$ cat config.mk
export PLATFORM = sky130hd
export DESIGN_NAME = glitch_delay_timer
export DESIGN_NICKNAME = d
export VERILOG_FILES = /design/src/rtl/glitch_pkg.sv /design/src/rtl/sat_down_counter.sv /design/src/rtl/glitch_delay_timer.sv
export SDC_FILE = /design/constraint.sdc
export NUM_CORES = 1
export LEC_CHECK = 0
export ABC_CLOCK_PERIOD_IN_PS = 2500
export CORE_ASPECT_RATIO = 1.75
export CORE_UTILIZATION = 49
export DETAILED_ROUTE_END_ITERATION = 7
export PLACE_DENSITY_LB_ADDON = 0.08
export RECOVER_POWER = 25
export REMOVE_ABC_BUFFERS = 1
export SYNTH_ARGS = -nofsm -noshare
export SYNTH_HDL_FRONTEND = slang
export SYNTH_SLANG_ARGS = --single-unit
$ cat constraint.sdc
create_clock -name clk -period 2.5 [get_ports clk]
set_input_delay 0.625 -clock clk [delete_from_list [all_inputs] [get_ports clk]]
set_output_delay 0.625 -clock clk [all_outputs]
set_load 0.01 [all_outputs]
$ cat src/rtl/glitch_pkg.sv
//------------------------------------------------------------------------------
// Module   : glitch_pkg
// Brief    : Shared state encoding and default widths for glitch_delay_timer.
// Revision : 1.0
//------------------------------------------------------------------------------
`default_nettype none

package glitch_pkg;

    localparam int c_width_default = 16;
    localparam int c_pw_default    = 8;

    typedef enum logic [2:0] {
        ST_IDLE  = 3'd0,
        ST_ARMED = 3'd1,
        ST_DELAY = 3'd2,
        ST_PULSE = 3'd3,
        ST_DONE  = 3'd4
    } state_t;

endpackage

`default_nettype wire

$ cat src/rtl/sat_down_counter.sv
//------------------------------------------------------------------------------
// Module   : sat_down_counter
// Brief    : Loadable down-counter that stops at zero instead of wrapping.
// Revision : 1.0
//------------------------------------------------------------------------------
`default_nettype none

module sat_down_counter #(
    parameter int W = 16
) (
    input  logic         clk,
    input  logic         rst_n,
    input  logic         load,
    input  logic [W-1:0] load_val,
    input  logic         en,
    output logic [W-1:0] count,
    output logic         zero
);

    logic [W-1:0] r_count;

    always_ff @(posedge clk or negedge rst_n) begin
        if (!rst_n) begin
            r_count <= '0;
        end else if (load) begin
            r_count <= load_val;
        end else if (en && (r_count != '0)) begin
            r_count <= r_count - W'(1);
        end
    end

    assign count = r_count;
    assign zero  = (r_count == '0);

endmodule

`default_nettype wire

$ cat src/rtl/glitch_delay_timer.sv
//------------------------------------------------------------------------------
// Module   : glitch_delay_timer
// Brief    : Trigger-to-glitch timer: arm, wait for trigger, count delay down,
//            emit one pulse, strobe done. GLITCH_REARM_EN: DONE returns to ARMED.
// Revision : 1.0
//------------------------------------------------------------------------------
`default_nettype none

module glitch_delay_timer
    import glitch_pkg::*;
#(
    parameter int WIDTH = c_width_default,
    parameter int PW    = c_pw_default
) (
    input  logic             clk,
    input  logic             rst_n,
    input  logic             arm,
    input  logic [WIDTH-1:0] delay_val,
    input  logic [PW-1:0]    pulse_len,
    input  logic             trigger,
    input  logic             abort,
    output logic             glitch_out,
    output logic             busy,
    output logic             done,
    output logic [WIDTH-1:0] count
);

    state_t           r_state;
    state_t           w_state_n;
    logic             r_glitch;
    logic             r_busy;
    logic             r_done;
    logic [WIDTH-1:0] r_dly_q;
    logic [PW-1:0]    r_plen_q;

    logic             w_glitch_n;
    logic             w_done_n;
    logic             w_busy_n;
    logic             w_latch;
    logic             w_dload;
    logic [WIDTH-1:0] w_dload_val;
    logic             w_den;
    logic             w_dzero;
    logic             w_pload;
    logic             w_pen;
    logic             w_pzero;
    logic [PW-1:0]    w_pcnt;

    sat_down_counter #(.W(WIDTH)) u_delay_cnt (
        .clk      (clk),
        .rst_n    (rst_n),
        .load     (w_dload),
        .load_val (w_dload_val),
        .en       (w_den),
        .count    (count),
        .zero     (w_dzero)
    );

    sat_down_counter #(.W(PW)) u_pulse_cnt (
        .clk      (clk),
        .rst_n    (rst_n),
        .load     (w_pload),
        .load_val (r_plen_q),
        .en       (w_pen),
        .count    (w_pcnt),
        .zero     (w_pzero)
    );

    // Only IDLE takes a fresh delay from the port; re-arming reuses the latched copy.
    assign w_dload_val = (r_state == ST_IDLE) ? delay_val : r_dly_q;

    always_comb begin
        w_state_n  = r_state;
        w_glitch_n = r_glitch;
        w_done_n   = 1'b0;
        w_latch    = 1'b0;
        w_dload    = 1'b0;
        w_den      = 1'b0;
        w_pload    = 1'b0;
        w_pen      = 1'b0;

        if (abort) begin
            w_state_n  = ST_IDLE;
            w_glitch_n = 1'b0;
        end else begin
            case (r_state)
                ST_IDLE: begin
                    if (arm) begin
                        w_state_n = ST_ARMED;
                        w_latch   = 1'b1;
                        w_dload   = 1'b1;
                    end
                end
                ST_ARMED: begin
                    if (trigger) begin
                        w_state_n = ST_DELAY;
                    end
                end
                ST_DELAY: begin
                    if (!w_dzero) begin
                        w_den = 1'b1;
                    end else if (r_plen_q != '0) begin
                        w_state_n  = ST_PULSE;
                        w_glitch_n = 1'b1;
                        w_pload    = 1'b1;
                    end else begin
                        w_state_n = ST_DONE;
                        w_done_n  = 1'b1;
                    end
                end
                ST_PULSE: begin
                    // The zero term is a safety net; pcnt normally ends at 1.
                    if ((w_pcnt == PW'(1)) || w_pzero) begin
                        w_state_n  = ST_DONE;
                        w_glitch_n = 1'b0;
                        w_done_n   = 1'b1;
                    end else begin
                        w_pen = 1'b1;
                    end
                end
                ST_DONE: begin
`ifdef GLITCH_REARM_EN
                    w_state_n = ST_ARMED;
                    w_dload   = 1'b1;
`else
                    w_state_n = ST_IDLE;
`endif
                end
                default: begin
                    w_state_n  = ST_IDLE;
                    w_glitch_n = 1'b0;
                end
            endcase
        end

        w_busy_n = (w_state_n != ST_IDLE);
    end

    always_ff @(posedge clk or negedge rst_n) begin
        if (!rst_n) begin
            r_state  <= ST_IDLE;
            r_glitch <= 1'b0;
            r_busy   <= 1'b0;
            r_done   <= 1'b0;
            r_dly_q  <= '0;
            r_plen_q <= '0;
        end else begin
            r_state  <= w_state_n;
            r_glitch <= w_glitch_n;
            r_busy   <= w_busy_n;
            r_done   <= w_done_n;
            if (w_latch) begin
                r_dly_q  <= delay_val;
                r_plen_q <= pulse_len;
            end
        end
    end

    assign glitch_out = r_glitch;
    assign busy       = r_busy;
    assign done       = r_done;

endmodule

`default_nettype wire

Yosys cells after proc, flatten, opt, wreduce, memory -nomap -nowiden. Cells that the tools add are included.

Output and inout bits: 19. Input bits: 29. Logic and storage cells: 68. Flip-flop bits (word level): 54.

Reduce and logical (&&, ||, !) cells: 14. Add/subtract/negate cells: 2. Eq/ne operators: 9. Multiplexer cells: 35.

Operators with widths (number): $mux W16 (3); $mux W1 (21); $mux W3 (6); $logic_not A16 Y1 (1); $mux W8 (2); $reduce_bool A16 Y1 (1); $reduce_bool A8 Y1 (2); $sub A16 B1 Y16 const B (1); $pmux W3 S4 (1); $ne A3 B3 Y1 const B (3); $eq A8 B1 Y1 const B (1); $logic_not A8 Y1 (1); $sub A8 B1 Y8 const B (1); $eq A3 B2 Y1 const B (2); $reduce_and A4 Y1 (1); $reduce_bool A2 Y1 (2); $eq A3 B1 Y1 const B (1); $eq A3 B3 Y1 const B (1); $logic_not A3 Y1 (1); $pmux W1 S3 (1); $reduce_bool A3 Y1 (1); $reduce_or A3 Y1 (1); $logic_and A1 B1 Y1 (2); $ne A2 B1 Y1 const B (1); other kinds (2) (2).

Logic depth before layout (Yosys ltp).
Depth after elaboration: 8. Gate-level depth with buffers: 8. Depth with buffers taken out: 7.

Hierarchy. From an unflattened synthesis, not the netlist that was laid out.

Cells, all modules: 296. Area, all modules: 3164.3 µm².

By module, submodules not included: glitch_delay_timer (sequential area each 750.7 µm², area an instance 1572.8 µm², cells an instance 114, times used 1); sat_down_counter at u_delay_cnt (sequential area each 400.4 µm², area an instance 1063.5 µm², cells an instance 124, times used 1); sat_down_counter at u_pulse_cnt (sequential area each 200.2 µm², area an instance 528.0 µm², cells an instance 58, times used 1).

Worst setup path before layout. Ideal clock, no wire load.

Kind: input-to-reg. Start point: in abort. End point: reg u_delay_cnt.r_count[12], in the netlist u_delay_cnt.count[12]. Buffers on the path: 1. Slack: 378 ps. Arrival: 2045 ps. Stages: 6. Library setup time: 76 ps. Required time: 2424 ps. Cell sequence: nor4b_1 > buf_2 > nand3_1 > or4b_1 > xor2_1 > o21ai_1.

Cells in the longest elaborated chain, start to end: 3. Elaborated cells on any way between the ends: 5. Those cells by class: mux (3); reduce/logical (2).

RTL lines: start, declared (RTL line glitch_delay_timer.sv:21) `input logic abort,`; $mux W1 (RTL line glitch_delay_timer.sv:82) `if (abort) begin`; $logic_and A1 B1 Y1 (RTL line sat_down_counter.sv:27) `end else if (en && (r_count != '0)) begin`; $reduce_bool A2 Y1 (no line); end signal, assigned (RTL line sat_down_counter.sv:26) `r_count <= load_val;`; end signal, assigned (RTL line sat_down_counter.sv:28) `r_count <= r_count - W'(1);`; end, declared (RTL line sat_down_counter.sv:20) `logic [W-1:0] r_count;`.

Parallel ways exist; a longest one is shown, timed or not. A chain may end at the register's enable or synchronous reset.

Worst setup path after layout. Same ends and word-level chain as after synthesis.

==> flow_metrics.env <==
export IMPL_status="complete, no violations"
export IMPL_areaGrowthSynthToFinish_pct=33.39
export IMPL_netSwitchingPower_mw=0.8498
export IMPL_hold_path_class="in -> async"
export IMPL_finalSetupViolCount=0
export IMPL_rsz0062_at_grt="false"
export IMPL_clockBufferDepth=2
export IMPL_overflow=0
export IMPL_seq_power_share_pct=42.3
export IMPL_dpl_hpwl_mm=3.572
export IMPL_cts_max_level=2
export IMPL_ios=48
export IMPL_core_rowCount=30
export IMPL_endpoint_kind="flop"
export IMPL_dieArea_um2=4479
export IMPL_setup_ws_ps=231.1
export IMPL_maxCapViolCount=0
export IMPL_fin_cells=330
export IMPL_rr_worst_depth=7
export IMPL_fp_coreArea_um2=3941
export IMPL_io_buffers=47
export IMPL_fin_setup_tns_ps=0
export IMPL_swShare_pct=36.65
export IMPL_antenna_found_initial=0
export IMPL_drcViolationCount=0
export IMPL_grt_total_usage_pct=23.56
export IMPL_synth_cell_area_um2=2061
export IMPL_fmax_mhz=440.7
export IMPL_place_congestion=0.8303
export IMPL_synth_top_flop_cell="dfrtp_1"
export IMPL_postCtsHoldBufs=0
export IMPL_ant_nets=0
export IMPL_clock_latency_ps=290
export IMPL_synth_top_family_by_area="simple AND/OR/NAND/NOR gates"
export IMPL_wl_per_cell_um=14.39
export IMPL_ys_seq_elements=38
export IMPL_clock_skew_ps=7.457
export IMPL_cp_start_kind="input port"
export IMPL_placed_area_um2=2658
export IMPL_routed_via_count=1827
export IMPL_worstMarginPinSlew_ps=960.1
export IMPL_slowest_stage="or4b_1"
export IMPL_grt_pass1_vias=1821
export IMPL_diodes=0
export IMPL_cts_num_sinks=38
export IMPL_cts_tree="built"
export IMPL_viasPerCell=5.536
export IMPL_synth_distinct_cells=39
export IMPL_hold_violations=0
export IMPL_combPwrFrac_pct=38.5
export IMPL_p_int_mw=1.469
export IMPL_syn_inst=223
export IMPL_yosysTopAreaCell="dfrtp_1"
export IMPL_synth_edf_count=0
export IMPL_fp_dieW_um=51.02
export IMPL_async_reset_ff_share_pct=100.0
export IMPL_peakVddDrop_v=0.0005784
export IMPL_synth_most_common_cell="nand2_1"
export IMPL_synth_area_mux_share_pct=0.4857
export IMPL_cts_setup_buffers=0
export IMPL_fp_dieH_um=87.79
export IMPL_period_needed_ps=2269
export IMPL_yosys_top_cells_area="dfrtp_1, nand2_1, xor2_1"
export IMPL_drv_slew=0
export IMPL_first_pass_iters=4
export IMPL_drive_gt1_share_pct=10.28
export IMPL_dp_cells=322
export IMPL_synthTopCellsByCount="nand2_1, dfrtp_1, nor2_1, o21ai_0, nand3_1"
export IMPL_dp_slack_ps=-95.02
export IMPL_total_power_mw=2.319
export IMPL_synth_compound_area_share_pct=13.05
export IMPL_fin_util_pct=69.75
export IMPL_start_util_pct=52.29
export IMPL_synth_xor_area_share_pct=5.950
export IMPL_ys_seq_area_share_pct=46.14
export IMPL_yosysWarnings=0
export IMPL_timing_rr_end="u_pulse_cnt.count[5]"
export IMPL_synthAdderAreaFrac_pct=3.036
export IMPL_hold_ws_ps=477.4
export IMPL_grt_pass1_wl_mm=7.928
export IMPL_p_leak_nw=1.204
export IMPL_first_iter_violations=49
export IMPL_worstPathArrival_ps=2480
export IMPL_synth_top_area_share_pct=46.14
export IMPL_critPathRequiredTime_ps=2720
export IMPL_synthSimpleGateAreaFrac_pct=28.23
export IMPL_period_share_pct=90.76
export IMPL_path_class="in -> reg"
export IMPL_pwr_share_clk_pct=19.1
export IMPL_grt_max_degree=39
export IMPL_clk_pin_slew_ps=80
export IMPL_reg2reg_slack_ps=240
export IMPL_ctsResizeCount=0
export IMPL_slew_headroom_pct=35.99
export IMPL_critPathMaxFanout=4
export IMPL_cts_buffers_inserted=5
export IMPL_root_buffer="clkbuf_8"
export IMPL_path_depth=7
export IMPL_worstPathCellList="clkdlybuf4s50_1 -> nor4b_1 -> buf_4 -> nand3_1 -> or4b_1 -> xor2_1 -> o21ai_1"
export IMPL_crit_family="simple AND/OR/NAND/NOR gates"
export IMPL_fin_area_um2=2749
export IMPL_wl_mm=4.749
export IMPL_power_density_nw_per_um2=843.5
export IMPL_timing_rr_start="u_delay_cnt.count[0]"
export IMPL_path_buf_inv=2
export IMPL_cp_slowest_stage_delay_ps=520
export IMPL_syn_avg_cell_area_um2=9.241
export IMPL_final_nets=315
power groups by stage:
stage | sequential [mW] | clock (mW) | combinational (mW)
after floorplan | 0.989 | 0 | 0.499
after global placement | 0.992 | 0 | 0.881
after detailed placement | 0.989 | 0 | 0.898
after CTS | 0.981 | 0.455 | 0.902
after global routing | 1.01 | 0.477 | 1.00
final | 0.982 | 0.444 | 0.894
cells by family (layout without fill, tap and decap cells):
| group | Yosys count | count (layout) |
|---|---|---|
| AND/OR/NAND/NOR | 113 | 113 |
| buffers and inverters | 16 | 75 |
| adder cells (fa/ha/maj) | 5 | 5 |
| XOR/XNOR | 14 | 14 |
| AO/OA/AOI/OAI | 36 | 36 |
| multiplexers | 1 | 1 |
| flip-flops | 38 | 38 |
flip-flops by register name (all words and copies together), names as in the netlist:
signal,cells
glitch_out,1
r_state,3
u_delay_cnt.count,16
r_plen_q,8
busy,1
done,1
u_pulse_cnt.count,8
how the worst max path moves through the flow:
| stage | from | end | slack, ps |
|---|---|---|---|
| floorplan | abort | u_delay_cnt.count[15] | -240 |
| global placement | abort | u_delay_cnt.count[12] | -60 |
| detailed placement | abort | u_delay_cnt.count[15] | -100 |
| CTS | abort | u_delay_cnt.count[12] | 210 |
| global route | abort | u_delay_cnt.count[12] | 90 |
| finish | abort | u_delay_cnt.count[12] | 230 |
layout by cell type, fill, tap and decap left out, types with 2 or more instances in the layout:
cell type        count
inv_1                4
nand4_1              3
nand2_1             48
clkdlybuf4s50_1     46
o21ai_0             14
nor3_1               6
and3_1               5
xnor2_1              5
dfrtp_1             38
clkbuf_8             6
nor2_1              17
a21oi_1              4
o211ai_1             3
nand3_1             10
xor2_1               9
a311oi_1             2
buf_4               16
nand2b_1             3
and2_1               2
or4b_1               2
nor4b_1              3
ha_1                 5
a221o_1              7
nand4b_1             3
nor4_1               4
worst reg2reg max path: cells and delay by family, from the launching register on:
family,cells,cell delay [ps]
adder cells (fa/ha/maj),1,140
AO/OA/AOI/OAI,1,330
AND/OR/NAND/NOR,4,1150
buffers and inverters,1,100
flip-flops,1,430
metal layers:
| metal | up-vias | share of wire (%) | GRT usage, % | wire, µm |
|---|---|---|---|---|
| met2 | 43 | 55 | 43.66 | 2629 |
| met5 | - | 0 | 0 | 0 |
| met4 | 0 | 1.2 | 9.596 | 56 |
| met1 | 875 | 41 | 25.86 | 1927 |
| li1 | 903 | - | - | - |
| met3 | 6 | 2.9 | 3.819 | 136 |
final cells by class:
type                    count  area, µm²
fillers                   328       1192
multi-input cells         169       1046
flip-flops and latches     38      950.9
repair buffers             63      585.6
clock buffers               7      86.33
well taps                  48      60.06
inverters                   4      15.01
clock inverters             1      5.005
(Power assumes the default switching activity.)
